### config.mk
export PLATFORM = sky130hd
export DESIGN_NAME = alu_writeback_unit
export DESIGN_NICKNAME = d
export VERILOG_FILES = /design/src/rtl/alu_wb_pkg.sv /design/src/rtl/alu_writeback_unit_cond_check.sv /design/src/rtl/alu_writeback_unit.sv
export SDC_FILE = /design/constraint.sdc
export NUM_CORES = 1
export LEC_CHECK = 0
export ABC_CLOCK_PERIOD_IN_PS = 2600
export CORE_MARGIN = 4
export CORE_UTILIZATION = 50
export CTS_CLUSTER_SIZE = 12
export DETAILED_ROUTE_END_ITERATION = 10
export PLACE_DENSITY_LB_ADDON = 0.2
export SLEW_MARGIN = 5
export SYNTH_ARGS = -nofsm -noshare
export SYNTH_HDL_FRONTEND = slang
export SYNTH_SLANG_ARGS = --single-unit
### constraint.sdc
create_clock -name clk -period 2.6 [get_ports clk]
set_input_delay 0.39 -clock clk [delete_from_list [all_inputs] [get_ports clk]]
set_output_delay 0.39 -clock clk [all_outputs]
set_load 0.01 [all_outputs]
### src/rtl/alu_wb_pkg.sv
// Shared types for the ALU writeback path: condition codes, flag bit positions
// and the buffered writeback entry layout.
package alu_wb_pkg;

    localparam int N      = 24;
    localparam int ADDR_W = 4;
    localparam int DEPTH  = 4;

    localparam int FLAG_N = 3;
    localparam int FLAG_Z = 2;
    localparam int FLAG_C = 1;
    localparam int FLAG_V = 0;

    typedef enum logic [3:0] {
        COND_AL = 4'd0,
        COND_EQ = 4'd1,
        COND_NE = 4'd2,
        COND_LT = 4'd3,
        COND_GE = 4'd4,
        COND_CS = 4'd5,
        COND_CC = 4'd6,
        COND_MI = 4'd7,
        COND_PL = 4'd8,
        COND_GT = 4'd9,
        COND_LE = 4'd10
    } cond_e;

    typedef struct packed {
        logic [N-1:0]      result;
        logic [3:0]        flags;
        logic [ADDR_W-1:0] rd;
        logic              we;
        logic              set_flags;
        cond_e             cond;
    } wb_entry_t;

endpackage

### src/rtl/alu_writeback_unit_cond_check.sv
// Combinational condition-code evaluator against an NZCV flag vector.
// Codes outside the defined set never pass; shared with the branch unit.
module cond_check
    import alu_wb_pkg::*;
(
    input  cond_e      cond_i,
    input  logic [3:0] flags_i,
    output logic       pass_o
);

    logic n_s, z_s, c_s, v_s;

    // Decode the condition against the flag bits.
    always_comb begin
        n_s    = flags_i[FLAG_N];
        z_s    = flags_i[FLAG_Z];
        c_s    = flags_i[FLAG_C];
        v_s    = flags_i[FLAG_V];
        pass_o = 1'b0;
        case (cond_i)
            COND_AL: pass_o = 1'b1;
            COND_EQ: pass_o = z_s;
            COND_NE: pass_o = !z_s;
            COND_LT: pass_o = (n_s != v_s);
            COND_GE: pass_o = (n_s == v_s);
            COND_CS: pass_o = c_s;
            COND_CC: pass_o = !c_s;
            COND_MI: pass_o = n_s;
            COND_PL: pass_o = !n_s;
            COND_GT: pass_o = !z_s && (n_s == v_s);
            COND_LE: pass_o = z_s || (n_s != v_s);
            default: pass_o = 1'b0;
        endcase
    end

endmodule

### src/rtl/alu_writeback_unit.sv
// In-order writeback buffer between the EX-stage ALUs and the register file / flag register.
// Optional macro WB_BYPASS_EN lets an op arriving at an empty, unstalled unit commit the same cycle.
module alu_writeback_unit
    import alu_wb_pkg::*;
(
    input  logic              clk,
    input  logic              rst_n,
    input  logic              in_valid,
    output logic              in_ready,
    input  logic [N-1:0]      in_result,
    input  logic [3:0]        in_flags,
    input  logic [ADDR_W-1:0] in_rd,
    input  logic              in_we,
    input  logic              in_set_flags,
    input  logic [3:0]        in_cond,
    input  logic              rf_stall,
    output logic              rf_we,
    output logic [ADDR_W-1:0] rf_addr,
    output logic [N-1:0]      rf_wdata,
    output logic [3:0]        flags_q,
    output logic [15:0]       squash_cnt
);

    localparam int                PTR_W    = $clog2(DEPTH);
    localparam int                CNT_W    = PTR_W + 1;
    localparam logic [CNT_W-1:0]  FULL_CNT = CNT_W'(DEPTH);

    wb_entry_t         mem_q [DEPTH];
    logic [PTR_W-1:0]  wr_ptr_q, wr_ptr_d;
    logic [PTR_W-1:0]  rd_ptr_q, rd_ptr_d;
    logic [CNT_W-1:0]  count_q, count_d;
    logic              rf_we_q;
    logic [ADDR_W-1:0] rf_addr_q;
    logic [N-1:0]      rf_wdata_q;
    logic [3:0]        flag_reg_q;
    logic [15:0]       squash_q;

    wb_entry_t in_entry_s, head_s;
    logic      empty_s, ready_s, bypass_s, fifo_push_s, fifo_pop_s, commit_s, pass_s;

    // Handshake, bypass selection and next pointer/count values.
    always_comb begin
        in_entry_s = '{result: in_result, flags: in_flags, rd: in_rd, we: in_we,
                       set_flags: in_set_flags, cond: cond_e'(in_cond)};
        empty_s    = (count_q == {CNT_W{1'b0}});
        // No pass-through when full: a same-cycle pop does not open a slot.
        ready_s    = (count_q != FULL_CNT);
`ifdef WB_BYPASS_EN
        bypass_s   = empty_s && !rf_stall && in_valid;
`else
        bypass_s   = 1'b0;
`endif
        fifo_pop_s  = !empty_s && !rf_stall;
        fifo_push_s = in_valid && ready_s && !bypass_s;
        commit_s    = fifo_pop_s || bypass_s;
        if (bypass_s) begin
            head_s = in_entry_s;
        end else begin
            head_s = mem_q[rd_ptr_q];
        end
        wr_ptr_d = fifo_push_s ? (wr_ptr_q + PTR_W'(1)) : wr_ptr_q;
        rd_ptr_d = fifo_pop_s  ? (rd_ptr_q + PTR_W'(1)) : rd_ptr_q;
        case ({fifo_push_s, fifo_pop_s})
            2'b10:   count_d = count_q + CNT_W'(1);
            2'b01:   count_d = count_q - CNT_W'(1);
            default: count_d = count_q;
        endcase
    end

    cond_check u_cond_check (
        .cond_i  (head_s.cond),
        .flags_i (flag_reg_q),
        .pass_o  (pass_s)
    );

    // Entry storage; contents are don't-care until pushed.
    always_ff @(posedge clk) begin
        if (fifo_push_s) begin
            mem_q[wr_ptr_q] <= in_entry_s;
        end
    end

    // FIFO control, commit/squash of the head op, flag register and squash counter.
    always_ff @(posedge clk or negedge rst_n) begin
        if (!rst_n) begin
            wr_ptr_q   <= {PTR_W{1'b0}};
            rd_ptr_q   <= {PTR_W{1'b0}};
            count_q    <= {CNT_W{1'b0}};
            rf_we_q    <= 1'b0;
            rf_addr_q  <= {ADDR_W{1'b0}};
            rf_wdata_q <= {N{1'b0}};
            flag_reg_q <= 4'b0000;
            squash_q   <= 16'h0000;
        end else begin
            wr_ptr_q <= wr_ptr_d;
            rd_ptr_q <= rd_ptr_d;
            count_q  <= count_d;
            rf_we_q  <= commit_s && pass_s && head_s.we;
            if (commit_s && pass_s) begin
                if (head_s.we) begin
                    rf_addr_q  <= head_s.rd;
                    rf_wdata_q <= head_s.result;
                end
                if (head_s.set_flags) begin
                    flag_reg_q <= head_s.flags;
                end
            end else if (commit_s && (squash_q != 16'hFFFF)) begin
                squash_q <= squash_q + 16'd1;
            end
        end
    end

    assign in_ready   = ready_s;
    assign rf_we      = rf_we_q;
    assign rf_addr    = rf_addr_q;
    assign rf_wdata   = rf_wdata_q;
    assign flags_q    = flag_reg_q;
    assign squash_cnt = squash_q;

endmodule

Yosys cells after proc, flatten, opt, wreduce, memory -nomap -nowiden
Memories as Yosys holds them, arrays and structs flattened.
Index checks and enable logic that the tools add are counted.
Storage, ports and cells
  memory bits (writable): 152
  input bits: 42
  output and inout bits: 50
  memories kept: 1
  logic and storage cells: 53
  register bits after elaboration: 56
Operators by class
  mux-type cells: 4
  bitwise gates (word level): 1
  add/subtract/negate cells: 5
  equal/unequal tests: 16
  reductions and logical operators: 18
Memory list
  mem_q: words 4, width 38, rd ports 1, clocked after Yosys merged registers in 0, wr ports 1, RTL line alu_writeback_unit.sv:28  | wb_entry_t mem_q [DEPTH];
Operators by type and width (count)
  16-bit by 1-bit adder with 16-bit output, second input constant: 1
  4-bit by 3-bit equality test with 1-bit output, second input constant: 4
  16-bit inequality test, second input constant: 1
  4-bit equality test, second input constant: 3
  1-bit case mux with 11 select lines: 1
  4-bit by 2-bit equality test with 1-bit output, second input constant: 2
  1-bit logical AND: 6
  3-bit case mux with 2 select lines: 1
  2-bit AND reduction: 3
  1-bit logical NOT: 5
  2-bit by 1-bit adder with 2-bit output, second input constant: 2
  4-bit by 1-bit equality test with 1-bit output, second input constant: 1
  4-bit logical NOT: 1
  3-bit by 1-bit adder with 3-bit output, second input constant: 1
  3-bit logical NOT: 1
  3-bit inequality test, second input constant: 1
  3-bit by 1-bit subtractor with 3-bit output, second input constant: 1
  2-bit by 1-bit equality test with 1-bit output, second input constant: 1
  2-bit equality test, second input constant: 1
  1-bit two-way mux: 2
  2-bit nonzero test: 1
  1-bit equality test: 1
  1-bit logical OR: 1
  1-bit inequality test: 1
  1-bit NOT: 1

Depth between registers and ports, before layout
  word-level depth: 6
  gate-level depth with buffers: 10
  gate-level depth less buffers: 10

By module
Synthesis repeated with hierarchy kept, for this count alone.
Unflattened totals
  cells, all modules: 398
  area total of the unflattened synthesis: 8135.3 um^2
Modules (own cells, without submodules)
  alu_writeback_unit: instances 1, area each 8007.7 um^2, cells each 379, seq. area each 5965.7 um^2
  cond_check: instances 1, area each 127.6 um^2, cells each 19, seq. area each 0.0 um^2

Worst setup path after synthesis
No wires, ideal clock.
  path kind: register -> register
  start point: register rd_ptr_q[0]
  end point: register rf_addr_q[2], in the netlist rf_addr[2]
  buffers on the path: 3
  period minus slack after synthesis: 2673 ps
  slack: -73 ps
  required time: 2473 ps
  arrival: 2545 ps
  cell stages (with the launch flop): 11
  setup time: 127 ps
  cell sequence: dfrtp_1 buf_4 mux4_2 or4_1 nor2_1 a211oi_1 a2bb2oi_2 nor2b_4 buf_6 buf_8 mux2_1
Between the ends
  longest elaborated chain between the ends: 5
  elaborated cells on any way between the ends: 15
  classes of those cells: eq/ne (10); mux (1); reduce/logical (3); memory (1)
Ends and longest elaborated chain
  from (decl): RTL line alu_writeback_unit.sv:30  | logic [PTR_W-1:0] rd_ptr_q, rd_ptr_d;
  from (signal assigned): RTL line alu_writeback_unit.sv:87  | rd_ptr_q <= {PTR_W{1'b0}};
  from (signal assigned): RTL line alu_writeback_unit.sv:96  | rd_ptr_q <= rd_ptr_d;
  memory 4 x 38 bit (*)
  4-bit equality test (tied with other cells): RTL line alu_writeback_unit_cond_check.sv:20  | case (cond_i)
  1-bit case mux with 11 select lines: RTL line alu_writeback_unit_cond_check.sv:20
  1-bit logical AND: RTL line alu_writeback_unit.sv:99  | if (commit_s && pass_s) begin
  2-bit AND reduction (no line)
  to (signal assigned): RTL line alu_writeback_unit.sv:90  | rf_addr_q <= {ADDR_W{1'b0}};
  to (signal assigned): RTL line alu_writeback_unit.sv:101  | rf_addr_q <= head_s.rd;
  to (decl): RTL line alu_writeback_unit.sv:33  | logic [ADDR_W-1:0] rf_addr_q;
Mark *: on every way between the ends. The rest lies on a longest branch, timed or not.
A chain may end at the register's enable or synchronous reset.

Worst setup path after layout
  start point: register rd_ptr_q[0]
  end point: register rf_wdata_q[14], in the netlist rf_wdata[14]
Between the ends
  longest elaborated chain between the ends: 5
  elaborated cells on any way between the ends: 15
  classes of those cells: eq/ne (10); mux (1); reduce/logical (3); memory (1)
Ends and longest elaborated chain
  memory 4 x 38 bit (*)
  4-bit equality test (tied with other cells): RTL line alu_writeback_unit_cond_check.sv:20
  1-bit case mux with 11 select lines: RTL line alu_writeback_unit_cond_check.sv:20
  1-bit logical AND: RTL line alu_writeback_unit.sv:99
  2-bit AND reduction (no line)
  to (signal assigned): RTL line alu_writeback_unit.sv:91  | rf_wdata_q <= {N{1'b0}};
  to (signal assigned): RTL line alu_writeback_unit.sv:102  | rf_wdata_q <= head_s.result;
  to (decl): RTL line alu_writeback_unit.sv:34  | logic [N-1:0] rf_wdata_q;
Marks and branches as above.

==> impl_metrics.py <==
metrics = {
    "status": {
        "status": "complete, but fails checks",
        "violations": "setup timing",
    },
    "clocking": {
        "cts_tree": "done",
        "cts-root-buf": "clkbuf_16",
        "path_clk_slew_ns": 0.06,
        "cts_made_buffers": 23,
        "cts_buffer_depth": 3,
        "clkLatencyLatePin_ns": 0.50,
        "ctsHtreeMaxLevel": 1,
        "clock_sinks": 208,
    },
    "synthesis": {
        "synthTopCellsByCount": "edfxtp_1, dfrtp_1, mux4_2",
        "synth-edff-count": 152,
        "yosysMostFrequentCell": "edfxtp_1",
        "syn-instance-count": 416,
        "synth_area_leaders": "edfxtp_1, dfrtp_1, mux4_2",
        "synthFlopType": "edfxtp_1",
        "yosysSeqAreaShare": 0.732,
        "ys_warn_count": 0,
        "netlist_area_um2": 8150,
        "syn-mean-instance-area_um2": 19.6,
        "ys_async_sr_fraction": 0.269,
        "yosysTopAreaCell": "edfxtp_1",
        "synthDistinctLibCells": 44,
        "syn_nets": 465,
        "ys_ff_latch": 208,
        "synth_top_area_share": 0.560,
    },
    "final_layout": {
        "drive_gt1_frac": 0.254,
        "final_area_um2": 10400,
        "n_fill_cell": 1115,
        "area_delta_synth_final_pct": 27.2,
        "diodes": 0,
        "fin_nets": 594,
    },
    "setup_path": {
        "slowest_stage": "mux4_2",
        "crit_fanout": 19,
        "startpoint_type": "flip-flop",
        "crit_chain": "mux4_2 -> or4_4 -> nor2_4 -> a211oi_2 -> a2bb2oi_4 -> nor2b_4 -> buf_12 -> mux2_2",
        "crit_required_ns": 2.98,
        "cp-startpoint": "rd_ptr_q[0]",
        "r2r_cells": 8,
        "rrSetupSlack_ns": -0.08,
        "crit_path_end": "rf_wdata[14]",
        "cp.arrival_ns": 3.06,
        "rr_endpoint": "rf_wdata[14]",
        "critical-path-max-stage-delay_ns": 0.54,
        "end_kind": "flip-flop",
        "worstSetupPathType": "reg2reg",
        "reg2reg_from": "rd_ptr_q[0]",
    },
    "die": {
        "start_util": 0.511,
        "rows": 46,
        "die_area_um2": 18400,
        "die_w_um": 136,
        "ioPinCount": 92,
        "core-area_um2": 15900,
        "die_h_um": 136,
    },
    "place": {
        "dp_hpwl_um": 9360,
        "gp_congestion": 0.849,
        "io_buffers": 91,
        "dpl_cell_area_um2": 9510,
    },
    "global_routing": {
        "antenna_found_initial": 1,
        "grt_max_degree": 39,
        "grt_pass1_wl_um": 24300,
        "gr-usage-all-layers": 0.172,
        "grt_pass1_vias": 4534,
        "grt_overflow": 0,
    },
    "power_and_ir_drop": {
        "powerDensity_nw_per_um2": 1160,
        "power_mw": 12.0,
        "irDropWorstVdd_mv": 0.661,
        "power.leakage_nw": 3.68,
    },
    "drt": {
        "dr.pass1.iters": 4,
        "drt_iter0_drc": 227,
        "antenna_left": 0,
        "drc": 0,
        "wl_per_cell_um": 19.7,
        "viasPerCell": 5.45,
        "wl_um": 15300,
        "num_vias": 4240,
    },
    "timing": {
        "final-max-slew-violation-count": 0,
        "fin_crit_sh": 1.03,
        "finalSetupViolCount": 28,
        "fmax_mhz": 374,
        "finalHoldViolCount": 0,
        "tightest_slew_ns": 0.641,
        "relSlewSlack": 0.573,
        "min_period_ns": 2.68,
        "grt_setup_unrepaired": "true",
        "fin_ws_ns": -0.0767,
        "finClkSkew_ns": 0.0168,
    },
    "hold_path": {
        "min_path_type": "in2async",
    },
    "run": {
        "maxCapViolations": 0,
    },
}
-- critical path, delay by kind of cell (launching register included) --
family | cells | cell delay, ns
buffers and inverters | 1 | 0.18
AOI/OAI and AO/OA | 2 | 0.24
and+or+nand+nor | 3 | 0.81
DFF | 1 | 0.44
muxes | 2 | 0.89
-- worst min path at each step --
stage	from	to	slack (ns)	cells past startpoint
after floorplan	rst_n	count_q[0]	0.09	0
after CTS	rst_n	rf_wdata[21]	0.48	2
after detailed placement	rst_n	flags_q[0]	0.46	1
final	rst_n	rf_wdata[21]	0.47	2
after global placement	rst_n	flags_q[0]	0.46	1
after global routing	rf_wdata[2]	rf_wdata[2]	0.51	1
-- final cells by class --
cell class | count | area, um2 | share of cell area
Sequential cell | 208 | 5970 | 0.576
Multi-Input combinational cell | 188 | 2160 | 0.208
Timing Repair Buffer | 117 | 1210 | 0.116
Clock buffer | 36 | 684 | 0.0660
Tap cell | 216 | 270 | 0.0261
Clock inverter | 6 | 57.6 | 0.00555
Inverter | 7 | 26.3 | 0.00253
-- kinds of logic after synthesis --
group | count (synthesis) | synth area share
AOI/OAI and AO/OA | 12 | 0.0103
xor gates and xnor gates | 22 | 0.0236
adders and majority gates | 7 | 0.0117
buffers and inverters | 20 | 0.0124
DFF | 208 | 0.732
muxes | 74 | 0.157
and+or+nand+nor | 73 | 0.0529
-- stage by stage --
step | TNS, ns | utilization | instances | setup slack (ns) | hold WS [ns]
floorplan | -0.329 | - | 416 | -0.0366 | 0.0944
global placement | -0.211 | 0.596 | 733 | -0.0318 | 0.464
detailed placement | -0.799 | 0.596 | 733 | -0.0596 | 0.462
CTS | -0.870 | 0.644 | 776 | -0.0475 | 0.479
global route | -4.30 | 0.650 | 778 | -0.158 | 0.513
finish | -1.68 | 0.650 | 778 | -0.0767 | 0.473
-- where the power goes --
| group | switching (mW) | total, mW | internal (mW) |
|---|---|---|---|
| logic | 1.77 | 3.99 | 2.22 |
| registers | 0.444 | 4.91 | 4.47 |
| clock network | 1.21 | 3.12 | 1.90 |
| total | 3.43 | 12.0 | 8.59 |
-- what timing repair did --
action	CTS	global route
buffers inserted	0	2
pin swaps	0	2
setup endpoints to repair	30	48
hold buffers	1	0
resized for setup	1	19
cloned	0	0
endpoints found under the hold margin	23	0
-- sequential cells by signal (all words and copies together), names as in the netlist --
signal      flops
rd_ptr_q        2
flags_q         4
rf_we           1
wr_ptr_q        2
rf_addr         4
count_q         3
squash_cnt     16
mem_q         152
rf_wdata       24
-- routing by layer --
layer  track usage  share of wire  up-vias
li1              -              -     1909
met2         0.288           0.49      120
met4        0.0420          0.020        2
met5             0        0.00078        -
met1         0.229           0.43     2186
met3        0.0409          0.054       23
-- placed cells by master, fill, tap and decap left out, types with 3 or more instances in the layout --
| cell | n |
|---|---|
| dfrtp_1 | 54 |
| nand3_1 | 10 |
| mux2_4 | 4 |
| clkinv_2 | 3 |
| xor2_1 | 5 |
| and2_1 | 3 |
| xnor2_1 | 17 |
| mux4_2 | 40 |
| edfxtp_1 | 152 |
| and3_1 | 3 |
| clkbuf_1 | 7 |
| ha_1 | 6 |
| nand2b_1 | 8 |
| clkbuf_16 | 23 |
| nor2_1 | 5 |
| clkdlybuf4s50_1 | 90 |
| mux2_1 | 9 |
| nand4_1 | 7 |
| mux2_2 | 20 |
| nor3_1 | 4 |
| nor2b_1 | 3 |
| clkbuf_8 | 6 |
| nand2_1 | 10 |
| buf_12 | 7 |
| and3_2 | 4 |
| buf_4 | 15 |
| inv_1 | 6 |
No activity file was read; power rests on OpenSTA's default activity.
==> variant 1 (config.mk and constraints unchanged) <==
Reset style: synchronous (`rst_n`), changed in one clocked block.
--- a/src/rtl/alu_writeback_unit.sv
+++ b/src/rtl/alu_writeback_unit.sv
@@ -81,7 +81,7 @@
     end
 
     // FIFO control, commit/squash of the head op, flag register and squash counter.
-    always_ff @(posedge clk or negedge rst_n) begin
+    always_ff @(posedge clk) begin
         if (!rst_n) begin
             wr_ptr_q   <= {PTR_W{1'b0}};
             rd_ptr_q   <= {PTR_W{1'b0}};
Check against the original RTL: differs if rst_n is asserted again (counterexample within 4 cycles, from zero or initial values and one cycle with rst_n low); with rst_n held inactive, the same outputs for 4 cycles.
==> variant 1 against the unedited design <==
  * The flow still finishes with violations (setup timing)
  * Area after synthesis increased by 2.7%
  * Clock skew is 0.0055 ns lower
  * Design area grew 3.4%
  * Sequential share of layout area down 4.1 points
  * Count of clock-buffer cells in the layout decreased by 2
  * First-iteration DRC count increased by 19%
  * Sequential cell count increased by 2
  * Critical path depth is 2 higher
  * Wire length up 14%
  * Worst setup slack lost 0.087 ns
  * Power is 21% lower
  * Clock power is 9.0% lower
  * Critical endpoint is now squash_cnt[2]$_SDFFE_PN0P_
  * Largest cell class unchanged
  * Highest routed layer is now met4
==> variant 1: results (changes against the unedited design) <==
pre-CTS WS=-0.189 ns (-0.130 ns); worst setup margin=-0.164 ns (-0.0869 ns); worst-path maximum fanout=10 (-9); fin nets=726 (+22%); first-pass GRT wire length=27,700 µm (+14%); status=finished with violations; Inst Count DP=865 (+18%); synth top area cells=edfxtp_1 54%, dfxtp_1 14%, mux4_2 10%; Vias/cell=5.54 (+1.6%); Mapped Cells=542 (+30%); Pleak=0.00381 µW (+3.5%); Final Setup Violations=43 (+54%); grt met1 use=23.7% (+0.80 points); GRT met3 Usage=3.32% (-0.76 points); drt pass-1 iters=5 (+1); met1 WL=6820 µm (+3.0%); Worst EP arrival=3.18 ns (+0.12 ns); met3 wire length=954 µm (+16%); largest net degree at the start of global routing=43 (+10%); Synth cell types=52 (+18%); Num CTS Buffers=22 (-4.3%); global-route usage over all layers=18.8% (+1.7 points); adder-cell share of the synthesized area=1.14% (-0.031 points); failing checks=setup timing; met2 Track Usage GR=33.1% (+4.3 points); detailed placement HPWL=10,900 µm (+16%); R2R depth=10 (+2); Reg2Reg Capture Point=squash_cnt[2]$_SDFFE_PN0P_; setup tns final=-3.09 ns (-1.41 ns); Post-Syn Nets=591 (+27%); WL met2=9210 µm (+21%); Peak VDD IR=0.000540 V (-18%); Post-synth ARST share=0% (-27 points); Worst Tran Pin Value=0.618 ns (-0.0228 ns); initial antenna violation count=0 (-1); routed wire length=17,400 µm (+14%); post-synthesis compound-gate area fraction=3.85% (+2.8 points); layout cell share with drive strength beyond 1=21.0% (-4.5 points); Post-DP Area=9860 µm² (+3.6%)
==> variant 1: changes by cell type in the layout (fill, tap and decap cells not counted), sizes merged, moves of 15 or more <==
cell,change
mux2i,+33
dfrtp,-56
xnor2,-15
dfxtp,+58
a21oi,+15
buf,+22
nand2,+68
mux2,-33
==> variant 1: worst min-delay path by stage <==
stage	slack (ns)	cells after the start	end	startpoint
after floorplan	0.47	2	wr_ptr_q[1]$_SDFFE_PN0P_	wr_ptr_q[1]$_SDFFE_PN0P_
after global placement	0.44	2	rf_wdata[23]$_SDFFE_PN0P_	rf_wdata[23]$_SDFFE_PN0P_
after detailed placement	0.46	2	rf_wdata[4]$_SDFFE_PN0P_	rf_wdata[4]$_SDFFE_PN0P_
after CTS	0.25	3	squash_cnt[8]$_SDFFE_PN0P_	rst_n
after global routing	0.26	3	squash_cnt[8]$_SDFFE_PN0P_	rst_n
final	0.27	3	squash_cnt[8]$_SDFFE_PN0P_	rst_n
==> variant 1: worst max-delay path, delay by kind of cell (launching register included) <==
kind                   cells  cell delay, ns
and+or+nand+nor            3            1.01
buffers and inverters      4            0.52
AOI/OAI and AO/OA          1            0.12
DFF                        1            0.38
muxes                      2            0.66
==> variant 1: what timing repair did <==
item | CTS | global route
gates cloned | 1 | 1
endpoints found under the setup margin | 42 | 47
pin swaps | 3 | 4
buffers inserted | 4 | 2
resized for setup | 10 | 17
==> variant 1: cell type report <==
class	count	area, µm²
inverter	14	52.6
clock buffer	34	627
sequential	210	5730
clock inverter	5	21.3
tap	220	275
fill	1175	5800
multi-input combinational	290	2620
timing repair buffer	139	1400
==> variant 1: power breakdown <==
group	total, µW	internal, µW	switching (µW)
combinational	2600	1350	1250
clock	2840	1650	1190
sequential	4080	3950	134
==> variant 2 (same settings) <==
Without the edit above. Build with the macro `WB_BYPASS_EN` defined.
--- a/src/rtl/alu_writeback_unit.sv
+++ b/src/rtl/alu_writeback_unit.sv
@@ -1,5 +1,7 @@
 // In-order writeback buffer between the EX-stage ALUs and the register file / flag register.
 // Optional macro WB_BYPASS_EN lets an op arriving at an empty, unstalled unit commit the same cycle.
+`define WB_BYPASS_EN
+
 module alu_writeback_unit
     import alu_wb_pkg::*;
 (
Behaviour: not the same (a bounded check fails within 4 cycles, from zero or initial values and one cycle with rst_n low).
==> variant 2 against the unedited design <==
  * The flow still finishes with violations (setup timing)
  * Worst setup slack worse by 0.27 ns
  * Design area up 7.9%
  * Maximum frequency down 9.1%
  * Critical path depth up 3
  * Area after synthesis up 5.7%
  * Sequential cell count unchanged
  * Power up 6.3%
  * Sequential share of layout area down 4.2 points
  * Wire length up 16%
  * First-iteration DRC count up 48%
  * Via count up 18%
  * Die area up 5.4%
  * Critical endpoint is now rf_wdata[5]$_DFFE_PN0P_
==> variant 2: results (changes against the unedited design) <==
status=finished with violations; failing checks=setup timing; global-route usage over all layers=18.5% (+1.3 points); WL per Instance=19.2 µm (-2.6%); worst-path maximum fanout=11 (-8); initial antenna violation count=0 (-1); layout cell share with drive strength beyond 1=28.6% (+3.1 points); FF-to-FF setup slack=-0.35 ns (-0.27 ns); Reg2Reg Capture Point=rf_wdata[5]$_DFFE_PN0P_; sequential fraction of the synthesis area=69.2% (-4.0 points); Vias=5,001 (+18%); pre-CTS WS=-0.578 ns (-0.519 ns); most instantiated cells after synthesis=152 x edfxtp_1, 111 x nand2_1, 56 x dfrtp_1, 38 x mux4_2, 24 x mux2_2; Pleak=0.00419 µW (+14%); drt initial violations=335 (+48%); Num CTS Buffers=22 (-4.3%); Final Setup Violations=43 (+54%); Hold WS=0.440 ns (-0.0328 ns); detailed placement HPWL=11,200 µm (+20%); Post-DP Area=10,300 µm² (+8.3%); Peak VDD IR=0.000673 V (+1.8%); Max Clock Skew=0.0115 ns (-0.00523 ns); worst setup margin=-0.345 ns (-0.268 ns); Worst EP arrival=3.33 ns (+0.27 ns); fillcell total=1,167 (+4.7%); Post-Syn Nets=579 (+25%); fin nets=741 (+25%); vias in the first global route=5,301 (+17%)
[variant 2: changes by cell type in the layout (fill, tap and decap cells not counted), sizes merged, moves of 3 or more]
| cell | delta |
|---|---|
| and3 | -3 |
| nor2 | +5 |
| nand2b | -6 |
| buf | +43 |
| nand2 | +101 |
| xnor2 | -5 |
| xor2 | +5 |
| and2 | +4 |
[variant 2: power breakdown]
part           internal [µW]  total [µW]  switching [µW]
registers               4470        4850             378
logic                   2790        5090            2300
clock network           1640        2830            1200
[variant 2: worst register-to-register path, delay by kind of cell (launching register included)]
kind | cells | cell delay (ns)
buffers and inverters | 3 | 0.43
AO/OA/AOI/OAI | 5 | 0.72
AND/OR/NAND/NOR | 1 | 0.38
flip-flops | 1 | 0.42
multiplexers | 2 | 0.88
[variant 2: kinds of logic after synthesis]
kind of cell               Yosys count  synth area share [%]
buffers and inverters               28                  1.73
and+or+nand+nor                    168                  8.62
muxes                               73                  14.9
AOI/OAI and AO/OA                   24                  2.18
adders and majority gates            7                  1.10
DFF                                208                  69.2
xor gates and xnor gates            22                  2.24
[variant 2: worst min-delay path by stage]
stage | to
final | rf_wdata[10]$_DFFE_PN0P_
after global routing | rf_wdata[15]$_DFFE_PN0P_
after CTS | rf_wdata[15]$_DFFE_PN0P_
after detailed placement | rf_wdata[10]$_DFFE_PN0P_
after global placement | rf_wdata[10]$_DFFE_PN0P_
after floorplan | count_q[0]$_DFFE_PN0P_
[variant 2: layer usage]
layer  routed length (µm)  GRT usage, %
met3                  848          3.19
met1                 7710          25.5
met5                    0             0
met2                 8810          30.9
met4                  429          4.69
[variant 2: what timing repair did]
| action | CTS | global route |
|---|---|---|
| hold buffers | 1 | 0 |
| pin swaps | 6 | 8 |
| setup buffers | 5 | 5 |
| resized for setup | 14 | 23 |
| hold endpoints to repair | 56 | 0 |
| gates cloned | 1 | 0 |
| endpoints found under the setup margin | 49 | 50 |
[variant 2: layout make-up]
type / instances / area share (%)
Timing Repair Buffer: 160 / 13.9
Inverter: 6 / 0.201
Tap cell: 220 / 2.46
Clock inverter: 4 / 0.302
Multi-Input combinational cell: 294 / 24.2
Clock buffer: 35 / 5.54
Sequential cell: 208 / 53.3
[variant 2: metrics by stage]
stage               cells  utilization, %  TNS (ns)
finish                927            66.8    -11.45
global placement      880            61.5    -23.60
detailed placement    880            61.5    -25.29
CTS                   926            66.1    -12.76
global route          927            66.8    -17.62
floorplan             530               -     -6.54
